<file path="src/rtl/dmem_arbiter_if.sv">
// -----------------------------------------------------------------------------
// dmem_arbiter_if
//   Bundles the two requester ports and the data-memory port of dmem_arbiter.
//
//   Requester N (N = 0 CPU load/store unit, N = 1 debug/DMA):
//     rN_req, rN_we, rN_size, rN_sext, rN_addr, rN_wdata  -> arbiter
//     rN_gnt (combinational), rN_rvalid, rN_rdata         <- arbiter
//   Memory (32-bit words, one-cycle registered read):
//     mem_write_en, mem_write_addr, mem_write_data        <- arbiter
//     mem_read_addr                                       <- arbiter
//     mem_read_data                                       -> arbiter
//
//   modport slave  : the arbiter's view.
//   modport master : the environment's view (requesters plus memory).
// -----------------------------------------------------------------------------
interface dmem_arbiter_if;
    logic        r0_req;
    logic        r0_we;
    logic [1:0]  r0_size;
    logic        r0_sext;
    logic [31:0] r0_addr;
    logic [31:0] r0_wdata;
    logic        r0_gnt;
    logic        r0_rvalid;
    logic [31:0] r0_rdata;

    logic        r1_req;
    logic        r1_we;
    logic [1:0]  r1_size;
    logic        r1_sext;
    logic [31:0] r1_addr;
    logic [31:0] r1_wdata;
    logic        r1_gnt;
    logic        r1_rvalid;
    logic [31:0] r1_rdata;

    logic        mem_write_en;
    logic [31:0] mem_write_addr;
    logic [31:0] mem_write_data;
    logic [31:0] mem_read_addr;
    logic [31:0] mem_read_data;

    modport slave (
        input  r0_req, r0_we, r0_size, r0_sext, r0_addr, r0_wdata,
        output r0_gnt, r0_rvalid, r0_rdata,
        input  r1_req, r1_we, r1_size, r1_sext, r1_addr, r1_wdata,
        output r1_gnt, r1_rvalid, r1_rdata,
        output mem_write_en, mem_write_addr, mem_write_data, mem_read_addr,
        input  mem_read_data
    );

    modport master (
        output r0_req, r0_we, r0_size, r0_sext, r0_addr, r0_wdata,
        input  r0_gnt, r0_rvalid, r0_rdata,
        output r1_req, r1_we, r1_size, r1_sext, r1_addr, r1_wdata,
        input  r1_gnt, r1_rvalid, r1_rdata,
        input  mem_write_en, mem_write_addr, mem_write_data, mem_read_addr,
        output mem_read_data
    );
endinterface

</file>
<file path="src/rtl/dmem_arbiter.sv">
// -----------------------------------------------------------------------------
// dmem_arbiter
//   Round-robin arbiter and access sequencer between two requesters and a
//   word-organised data memory. Word stores complete in the grant cycle; loads
//   take one extra cycle for lane extraction (optional sign extension);
//   byte/halfword stores are done as read-modify-write over two cycles.
//
//   Ports:
//     clk    system clock, rising edge
//     reset  synchronous, active-high; forces all outputs to 0 while high
//     bus    dmem_arbiter_if.slave (requester ports and memory port)
// -----------------------------------------------------------------------------
module dmem_arbiter (
    input  logic           clk,
    input  logic           reset,
    dmem_arbiter_if.slave  bus
);

    typedef enum logic [1:0] {IDLE, LOAD, RMW} state_t;

    state_t      state_q, state_d;
    logic        last_q, last_d;        // port granted most recently
    logic        port_q, port_d;        // port owning the access in flight
    logic        sext_q, sext_d;
    logic [1:0]  size_q, size_d;
    logic [31:0] addr_q, addr_d;
    logic [31:0] wdata_q, wdata_d;
    logic [1:0]  rvalid_q, rvalid_d;
    logic [31:0] rdata0_q, rdata0_d;
    logic [31:0] rdata1_q, rdata1_d;

    logic        any_req;
    logic        sel;
    logic        req_we;
    logic [1:0]  req_size;
    logic        req_sext;
    logic [31:0] req_addr;
    logic [31:0] req_wdata;

    logic [1:0]  gnt;
    logic        mem_we;
    logic [31:0] mem_waddr;
    logic [31:0] mem_wdata;
    logic [31:0] mem_raddr;

    // Little-endian lane extraction; size[1] set means a full word.
    function automatic logic [31:0] extract_lane(input logic [31:0] word,
                                                 input logic [1:0]  size,
                                                 input logic [1:0]  off,
                                                 input logic        sext);
        logic [7:0]  b;
        logic [15:0] h;
        logic [31:0] r;
        b = word[{off, 3'b000} +: 8];
        h = off[1] ? word[31:16] : word[15:0];
        if (size[1])
            r = word;
        else if (size[0])
            r = {{16{sext & h[15]}}, h};
        else
            r = {{24{sext & b[7]}}, b};
        return r;
    endfunction

    // Insert right-aligned store data into the addressed lane(s) of a word.
    function automatic logic [31:0] merge_lanes(input logic [31:0] word,
                                                input logic [31:0] wdata,
                                                input logic [1:0]  size,
                                                input logic [1:0]  off);
        logic [31:0] r;
        r = word;
        if (size[1])
            r = wdata;
        else if (size[0]) begin
            if (off[1])
                r[31:16] = wdata[15:0];
            else
                r[15:0] = wdata[15:0];
        end else
            r[{off, 3'b000} +: 8] = wdata[7:0];
        return r;
    endfunction

    // Arbitration: a lone requester wins; under contention the port not
    // granted last wins.
    always_comb begin
        any_req = bus.r0_req | bus.r1_req;
        if (bus.r0_req && bus.r1_req)
            sel = ~last_q;
        else
            sel = bus.r1_req;
        req_we    = sel ? bus.r1_we    : bus.r0_we;
        req_size  = sel ? bus.r1_size  : bus.r0_size;
        req_sext  = sel ? bus.r1_sext  : bus.r0_sext;
        req_addr  = sel ? bus.r1_addr  : bus.r0_addr;
        req_wdata = sel ? bus.r1_wdata : bus.r0_wdata;
    end

    always_comb begin
        state_d   = state_q;
        last_d    = last_q;
        port_d    = port_q;
        sext_d    = sext_q;
        size_d    = size_q;
        addr_d    = addr_q;
        wdata_d   = wdata_q;
        rvalid_d  = 2'b00;
        rdata0_d  = rdata0_q;
        rdata1_d  = rdata1_q;
        gnt       = 2'b00;
        mem_we    = 1'b0;
        mem_waddr = 32'h0;
        mem_wdata = 32'h0;
        mem_raddr = 32'h0;

        case (state_q)
            IDLE: begin
                if (any_req) begin
                    gnt[sel] = 1'b1;
                    last_d   = sel;
                    port_d   = sel;
                    sext_d   = req_sext;
                    size_d   = req_size;
                    addr_d   = req_addr;
                    if (req_we && !req_size[1])
                        wdata_d = req_wdata;
                    if (req_we && req_size[1]) begin
                        // Full-word store goes straight to memory.
                        mem_we    = 1'b1;
                        mem_waddr = req_addr;
                        mem_wdata = req_wdata;
                    end else begin
                        mem_raddr = req_addr;
                        state_d   = req_we ? RMW : LOAD;
                    end
                end
            end
            LOAD: begin
                if (port_q)
                    rdata1_d = extract_lane(bus.mem_read_data, size_q, addr_q[1:0], sext_q);
                else
                    rdata0_d = extract_lane(bus.mem_read_data, size_q, addr_q[1:0], sext_q);
                rvalid_d[port_q] = 1'b1;
                state_d          = IDLE;
            end
            RMW: begin
                mem_we    = 1'b1;
                mem_waddr = addr_q;
                mem_wdata = merge_lanes(bus.mem_read_data, wdata_q, size_q, addr_q[1:0]);
                state_d   = IDLE;
            end
            default: state_d = IDLE;
        endcase
    end

    always_ff @(posedge clk) begin
        if (reset) begin
            state_q  <= IDLE;
            last_q   <= 1'b1;
            rvalid_q <= 2'b00;
            rdata0_q <= 32'h0;
            rdata1_q <= 32'h0;
        end else begin
            state_q  <= state_d;
            last_q   <= last_d;
            rvalid_q <= rvalid_d;
            rdata0_q <= rdata0_d;
            rdata1_q <= rdata1_d;
        end
        port_q  <= port_d;
        sext_q  <= sext_d;
        size_q  <= size_d;
        addr_q  <= addr_d;
        wdata_q <= wdata_d;
    end

    // Reset masks every output combinationally, including registered ones
    // that were set by the edge that entered reset.
    assign bus.r0_gnt         = gnt[0] & ~reset;
    assign bus.r1_gnt         = gnt[1] & ~reset;
    assign bus.r0_rvalid      = rvalid_q[0] & ~reset;
    assign bus.r1_rvalid      = rvalid_q[1] & ~reset;
    assign bus.r0_rdata       = reset ? 32'h0 : rdata0_q;
    assign bus.r1_rdata       = reset ? 32'h0 : rdata1_q;
    assign bus.mem_write_en   = mem_we & ~reset;
    assign bus.mem_write_addr = reset ? 32'h0 : mem_waddr;
    assign bus.mem_write_data = reset ? 32'h0 : mem_wdata;
    assign bus.mem_read_addr  = reset ? 32'h0 : mem_raddr;

endmodule

</file>
<file path="src/flat_wrapper.sv">
// flat-port wrapper written by rule: the top's interface ports become plain ports
module dmem_arbiter_flat 
  (clk, reset, bus_r0_req, bus_r0_we, bus_r0_size, bus_r0_sext, bus_r0_addr, bus_r0_wdata, bus_r0_gnt, bus_r0_rvalid, bus_r0_rdata, bus_r1_req, bus_r1_we, bus_r1_size, bus_r1_sext, bus_r1_addr, bus_r1_wdata, bus_r1_gnt, bus_r1_rvalid, bus_r1_rdata, bus_mem_write_en, bus_mem_write_addr, bus_mem_write_data, bus_mem_read_addr, bus_mem_read_data);
  dmem_arbiter_if bus_i ();
  input  logic clk;
  input  logic reset;
  input wire logic [$bits(bus_i.r0_req)-1:0] bus_r0_req;
  input wire logic [$bits(bus_i.r0_we)-1:0] bus_r0_we;
  input wire logic [$bits(bus_i.r0_size)-1:0] bus_r0_size;
  input wire logic [$bits(bus_i.r0_sext)-1:0] bus_r0_sext;
  input wire logic [$bits(bus_i.r0_addr)-1:0] bus_r0_addr;
  input wire logic [$bits(bus_i.r0_wdata)-1:0] bus_r0_wdata;
  output wire logic [$bits(bus_i.r0_gnt)-1:0] bus_r0_gnt;
  output wire logic [$bits(bus_i.r0_rvalid)-1:0] bus_r0_rvalid;
  output wire logic [$bits(bus_i.r0_rdata)-1:0] bus_r0_rdata;
  input wire logic [$bits(bus_i.r1_req)-1:0] bus_r1_req;
  input wire logic [$bits(bus_i.r1_we)-1:0] bus_r1_we;
  input wire logic [$bits(bus_i.r1_size)-1:0] bus_r1_size;
  input wire logic [$bits(bus_i.r1_sext)-1:0] bus_r1_sext;
  input wire logic [$bits(bus_i.r1_addr)-1:0] bus_r1_addr;
  input wire logic [$bits(bus_i.r1_wdata)-1:0] bus_r1_wdata;
  output wire logic [$bits(bus_i.r1_gnt)-1:0] bus_r1_gnt;
  output wire logic [$bits(bus_i.r1_rvalid)-1:0] bus_r1_rvalid;
  output wire logic [$bits(bus_i.r1_rdata)-1:0] bus_r1_rdata;
  output wire logic [$bits(bus_i.mem_write_en)-1:0] bus_mem_write_en;
  output wire logic [$bits(bus_i.mem_write_addr)-1:0] bus_mem_write_addr;
  output wire logic [$bits(bus_i.mem_write_data)-1:0] bus_mem_write_data;
  output wire logic [$bits(bus_i.mem_read_addr)-1:0] bus_mem_read_addr;
  input wire logic [$bits(bus_i.mem_read_data)-1:0] bus_mem_read_data;
  assign bus_i.r0_req = bus_r0_req;
  assign bus_i.r0_we = bus_r0_we;
  assign bus_i.r0_size = bus_r0_size;
  assign bus_i.r0_sext = bus_r0_sext;
  assign bus_i.r0_addr = bus_r0_addr;
  assign bus_i.r0_wdata = bus_r0_wdata;
  assign bus_r0_gnt = bus_i.r0_gnt;
  assign bus_r0_rvalid = bus_i.r0_rvalid;
  assign bus_r0_rdata = bus_i.r0_rdata;
  assign bus_i.r1_req = bus_r1_req;
  assign bus_i.r1_we = bus_r1_we;
  assign bus_i.r1_size = bus_r1_size;
  assign bus_i.r1_sext = bus_r1_sext;
  assign bus_i.r1_addr = bus_r1_addr;
  assign bus_i.r1_wdata = bus_r1_wdata;
  assign bus_r1_gnt = bus_i.r1_gnt;
  assign bus_r1_rvalid = bus_i.r1_rvalid;
  assign bus_r1_rdata = bus_i.r1_rdata;
  assign bus_mem_write_en = bus_i.mem_write_en;
  assign bus_mem_write_addr = bus_i.mem_write_addr;
  assign bus_mem_write_data = bus_i.mem_write_data;
  assign bus_mem_read_addr = bus_i.mem_read_addr;
  assign bus_i.mem_read_data = bus_mem_read_data;
  dmem_arbiter u_core (.clk(clk), .reset(reset), .bus(bus_i));
endmodule
</file>
<file path="config.mk">
export PLATFORM = sky130hd
export DESIGN_NAME = dmem_arbiter_flat
export DESIGN_NICKNAME = d
export VERILOG_FILES = /design/src/rtl/dmem_arbiter_if.sv /design/src/rtl/dmem_arbiter.sv /design/src/flat_wrapper.sv
export SDC_FILE = /design/constraint.sdc
export NUM_CORES = 1
export LEC_CHECK = 0
export CORE_MARGIN = 4
export CORE_UTILIZATION = 30
export DETAILED_ROUTE_END_ITERATION = 8
export GPL_ROUTABILITY_DRIVEN = 0
export PLACE_DENSITY_LB_ADDON = 0.12
export REMOVE_ABC_BUFFERS = 1
export SLEW_MARGIN = 20
export SYNTH_ARGS = -nofsm -noshare
export SYNTH_HDL_FRONTEND = slang
export SYNTH_SLANG_ARGS = --single-unit
</file>
<file path="constraint.sdc">
create_clock -name clk -period 3.5 [get_ports clk]
set_input_delay 0.35 -clock clk [delete_from_list [all_inputs] [get_ports clk]]
set_output_delay 0.35 -clock clk [all_outputs]
set_load 0.02 [all_outputs]
</file>
Word-level counts from Yosys, hierarchy flattened
Index checks and enable logic that the tools add are counted.
- logic and storage cells: 86
- bits in writable memories: 0
- bits in read-only memories: 0
- memories kept: 0
- output and inout bits: 165
- bits in latches: 0
- register bits after elaboration: 137
- shift-type cells: 3
- add/sub/neg operators: 1
- divide/modulo/power cells: 0
- $lt $le $gt $ge: 4
- multiplexer cells: 38
- reductions and logical operators: 14
- equality and inequality tests: 2
- bitwise operators: 14
- $mul: 0
- operators by type and width (kind ; number):
    $mux W32 ; 18
    $pmux W32 S2 ; 2
    $mux W16 ; 3
    $bwmux W32 ; 1
    $shift A8 B7 Y32 const A ; 1
    $shiftx A32 B6 Y8 ; 1
    $shiftx A8 B7 Y32 ; 1
    $mux W2 ; 4
    $reduce_and A2 Y1 ; 4
    $and A1 B1 Y1 ; 7
    $mux W1 ; 7
    $neg A5 Y7 ; 1
    $not A1 Y1 ; 6
    $logic_and A1 B1 Y1 ; 5
    $lt A1 B2 Y1 const B ; 2
    $reduce_or A2 Y1 ; 2
    $reduce_and A3 Y1 ; 1
    $demux W1 S1 ; 2
    $eq A2 B1 Y1 const B ; 1
    $eq A2 B2 Y1 const B ; 1
    $ge A1 B1 Y1 const B ; 2
    $logic_not A2 Y1 ; 1
    $pmux W1 S2 ; 1
    $logic_not A1 Y1 ; 1
    $or A1 B1 Y1 ; 1

Logic depth before layout (Yosys ltp)
- word-level depth: 9
- depth in mapped cells: 9
- mapped depth without buffers: 6

Worst setup path after synthesis
OpenSTA, ideal clock, no wires.
- path type: register -> output
- from: reg u_core.state_q[0]
- to: out bus_mem_write_data[10]
- cell stages (with the launch flop): 9
- path buffers: 3
- slack: 412 ps
- arrival time: 2738 ps
- cell sequence: dfxtp_1 or2_1 or2_0 buf_2 inv_1 o211ai_1 clkbuf_1 buf_2 o22ai_1
- word-level cells in the longest chain between the ends: 3
- elaborated cells between the ends (all ways): 4
- classes of those cells: 1 x eq/ne; 2 x mux; 1 x reduce/logical
- ends and longest elaborated chain (element ; line ; text):
    start: declaration ; dmem_arbiter.sv:21 ; state_t state_q, state_d;
    start signal: assignment ; dmem_arbiter.sv:164 ; state_q <= state_d;
    $eq A2 B2 Y1 or $logic_not A2 Y1 (tied branches) ; dmem_arbiter.sv:116 ; case (state_q)
    $pmux W32 S2 (*) ; dmem_arbiter.sv:116 ;
    $mux W32 (*) ; dmem_arbiter.sv:187 ; assign bus.mem_write_data = reset ? 32'h0 : mem_wdata;
    end: declaration ; flat_wrapper.sv:27 ; output wire logic [$bits(bus_i.mem_write_data)-1:0] bus_mem_write_data;
Every way passes the cells marked *; elsewhere a longest branch is shown, timed or not.

Worst setup path after layout
- from: reg u_core.addr_q[1]
- to: out bus_mem_write_data[13]
- word-level cells in the longest chain between the ends: 7
- elaborated cells between the ends (all ways): 9
- classes of those cells: 1 x add/sub; 2 x shift; 6 x mux
- ends and longest elaborated chain (element ; line ; text):
    start: declaration ; dmem_arbiter.sv:26 ; logic [31:0] addr_q, addr_d;
    start signal: assignment ; dmem_arbiter.sv:173 ; addr_q <= addr_d;
    $neg A5 Y7 ; dmem_arbiter.sv:80 ; r[{off, 3'b000} +: 8] = wdata[7:0];
    $shiftx A8 B7 Y32 or $shift A8 B7 Y32 (tied branches) ; dmem_arbiter.sv:80 ;
    $bwmux W32 ; dmem_arbiter.sv:80 ;
    $mux W32 (*) ; dmem_arbiter.sv:74 ; else if (size[0]) begin
    $mux W32 (*) ; dmem_arbiter.sv:72 ; if (size[1])
    $pmux W32 S2 (*) ; dmem_arbiter.sv:116 ;
    $mux W32 (*) ; dmem_arbiter.sv:187 ;
Marked as above.

==> run_results.csv <==
group,metric,value,unit
run_status,outcome,"complete, no violations",
global_routing,grt_pass1_wl,49700,um
global_routing,grt_pass1_vias,8566,
place,placed_cells,1673,
drt,drtAntennaViolNets,0,
sta,hold_viol_final,0,
synth,yosys_warnings,0,
min_path,hold_path_class,"in -> reg",
global_routing,grt_overflow,0,
clock_network,cts_made_buffers,17,
setup_path,worst-path-max-fanout,15,
sta,tns,0,ns
power,ir_worst_vdd,0.301,mV
power,p_seq_share,35.9,%
sta,finalCriticalPeriod,3.38,ns
synth,synth_edf_count,68,
power,p_per_area,408,nW/um2
setup_path,setup.worst_path.class,"reg -> out",
place,io_buffers,336,
sta,fmax,0.296,GHz
synth,syn-instance-count,993,
die,ios,337,
clock_network,clkLatencyLatePin,0.42,ns
place,dp.final_hpwl,25000,um
finish,layout.nets,1491,
sta,slew_viol_final,0,
clock_network,cts_tree,"yes",
power,internal_power,3670,uW
finish,fin_cells,1706,
global_routing,grt_usage,20.6,%
global_routing,grt_max_degree,74,
power,p_sw_share,30.9,%
drt,wl,32700,um
finish,drive_gt1_share,10.3,%
drt,firstDrtPassIters,7,
die,start_util,30.5,%
clock_network,htreeDepth,4,
drt,drtIter0Drc,452,
sta,maxSlewHeadroom,49.7,%
drt,drc,0,
synth,yosys.cell_types.count,56,
setup_path,critPathArrivalTime,3.03,ns
die,die_y,176,um
synth,synth_top_flop_cell,"dfxtp_1",
clock_network,path_clk_slew,0.06,ns
power,switchingPower,1640,uW
setup_path,crit_required,3.15,ns
power,power,5320,uW
global_routing,grt_antenna_before_repair,4,
synth,ys_seq_area_share,40.3,%
synth,syn_area_per_cell,8.56,um2
run,drv_cap,0,
finish,fillCellCount,2726,
drt,routedWlPerCell,19.2,um
die,core_area,27900,um2
clock_network,cts-root-buf,"clkbuf_16",
power,clockPowerShare,35.6,%
synth,synth_area,8500,um2
power,p_leak,0.00487,uW
sta,min_period_over_period,96.5,%
sta,rsz0062_at_grt,"true",
sta,finalSetupViolCount,0,
die,die-area,31100,um2
drt,vias_per_cell,4.93,
clock_network,clockBufferDepth,2,
synth,ys_seq_elements,137,
sta,tightest_slew,0.754,ns
sta,finClkSkew,0.0128,ns
power,combPwrFrac,28.5,%
die,fp-row-count,61,
drt,vias,8411,
synth,ys_async_sr_fraction,0,%
synth,synth_top_area_cell,"edfxtp_1",
setup_path,crit_path_start_kind,"flip-flop",
synth,yosys-top-cells-area,"edfxtp_1 24%, dfxtp_1 16%, nand2_1 6.8%",
die,fp.dieW,176,um
finish,areaGrowthSynthToFinish,53.4,%
setup_path,endpoint_kind,"primary output",
clock_network,cts_hold_buf,0,
synth,synth_top_cell_area_share,24.0,%
clock_network,cts_sinks,137,
## per-stage QoR
stage | setup slack (ns) | area (um2) | hold WS, ns | util [%]
after CTS | 0.0153 | 13000 | 0.306 | 46.7
after global placement | 0.286 | 12400 | 0.476 | 44.5
after detailed placement | 0.239 | 12400 | 0.487 | 44.5
after floorplan | -1.23 | 8130 | 0.422 | -
final | 0.123 | 13000 | 0.319 | 46.8
after global routing | -0.00682 | 13000 | 0.321 | 46.8
## registers in the layout, indices dropped and copies added (netlist names)
signal	flops
u_core.port_q	1
u_core.addr_q	32
u_core.rdata0_q	32
u_core.state_q	2
u_core.last_q	1
u_core.rvalid_q	2
u_core.wdata_q	32
u_core.size_q	2
u_core.sext_q	1
u_core.rdata1_q	32
## routing by layer
layer | track usage (%) | part of all wire, % | up-vias
li1 | - | - | 4181
met1 | 25.7 | 43 | 3885
met2 | 34.1 | 47 | 309
met3 | 6.92 | 8.5 | 32
met4 | 5.65 | 1.6 | 4
met5 | 0 | 0.086 | -
## critical path, cell delays in order, from the launching register on
cell and delay (ns):
edfxtp_1 0.42, inv_1 0.16, buf_4 0.25, ha_1 0.19
and4b_1 0.27, and2_1 0.28, a221oi_1 0.17, o22ai_1 0.21
clkdlybuf4s50_1 0.66
## path summary, 6_finish.rpt
path,cells past startpoint,end,startpoint,slack [ns]
max,8,bus_mem_write_data[13],u_core.addr_q[1]$_DFFE_PP_,0.12
min,2,u_core.state_q[1]$_SDFFE_PP0P_,reset,0.32
max reg2reg,5,u_core.rdata1_q[5]$_SDFFE_PP0P_,u_core.size_q[0]$_DFFE_PP_,1.09
min reg2reg,2,u_core.rdata1_q[13]$_SDFFE_PP0P_,u_core.rdata1_q[13]$_SDFFE_PP0P_,0.49
## power groups by stage
stage / Clock (uW) / Sequential, uW / Combinational (uW)
2_1_floorplan: 0 / 1960 / 747
3_3_place_gp: 0 / 1940 / 1510
3_5_place_dp: 0 / 1940 / 1520
4_1_cts: 1940 / 1910 / 1530
5_1_grt: 2000 / 1920 / 1640
6_report: 1890 / 1910 / 1510
## synthesized netlist by cell type (5+ instances only)
| master | instances |
|---|---|
| a221o_1 | 9 |
| a21o_1 | 5 |
| o221ai_1 | 10 |
| edfxtp_1 | 68 |
| mux2i_1 | 42 |
| mux2_2 | 15 |
| a21oi_1 | 6 |
| buf_2 | 9 |
| inv_1 | 70 |
| o32ai_1 | 7 |
| nor2_1 | 86 |
| nor3_1 | 12 |
| nand2_1 | 154 |
| o21a_1 | 5 |
| a32oi_1 | 8 |
| buf_1 | 9 |
| nand2b_1 | 8 |
| clkbuf_1 | 60 |
| a22oi_1 | 20 |
| ha_1 | 5 |
| a211oi_1 | 16 |
| o21ai_0 | 50 |
| o31ai_1 | 14 |
| a221oi_1 | 16 |
| nor2b_1 | 73 |
| and2_1 | 28 |
| a22o_1 | 7 |
| nor2_4 | 20 |
| a311oi_1 | 32 |
| o22ai_1 | 28 |
| dfxtp_1 | 69 |
## placed cells by master (no fill, tap or decap), types with 4 or more instances in the layout
cell type        synthesis  layout
and2_1                  28      28
inv_1                   70      69
a32oi_1                  8       8
a22o_1                   7       7
o221ai_1                10      10
a21o_1                   5       5
a221o_1                  9       9
a22oi_1                 20      20
clkdlybuf4s50_1          0     328
o31ai_1                 14      14
nor3_1                  12      11
buf_4                    0      48
nor2b_1                 73      73
edfxtp_1                68      68
buf_12                   2       6
nand2_1                154     154
clkinv_4                 0       4
o22ai_1                 28      28
o21ai_0                 50      50
nor2_1                  86      85
o21a_1                   5       5
ha_1                     5       5
nor2_4                  20      20
mux2_2                  15      15
o32ai_1                  7       7
nand2b_1                 8       8
clkbuf_16                0      19
dfxtp_1                 69      69
a221oi_1                16      16
a21oi_1                  6       6
mux2i_1                 42      42
a311oi_1                32      32
a211oi_1                16      16
## kinds of logic after synthesis
| logic type | count (synthesis) | synth area share [%] |
|---|---|---|
| AOI/OAI and AO/OA | 240 | 20.7 |
| buffers and inverters | 154 | 7.54 |
| muxes | 58 | 7.20 |
| adders and majority gates | 5 | 0.736 |
| DFF | 137 | 40.3 |
| and+or+nand+nor | 399 | 23.5 |
## layout make-up
| cell class | count | area (um2) | area share, % |
|---|---|---|---|
| Multi-Input combinational cell | 702 | 4460 | 34.2 |
| Timing Repair Buffer | 384 | 3790 | 29.1 |
| Sequential cell | 137 | 3420 | 26.3 |
| Clock buffer | 20 | 480 | 3.69 |
| Tap cell | 378 | 473 | 3.63 |
| Inverter | 72 | 272 | 2.08 |
| Clock inverter | 11 | 133 | 1.02 |
| Antenna cell | 2 | 5.00 | 0.0384 |
## what timing repair did
item / 4_1_cts / 5_1_grt
buffers inserted: 0 / 0
gates resized for setup: 0 / 4
setup endpoints to repair: 0 / 12
No activity file was read; power rests on OpenSTA's default activity.
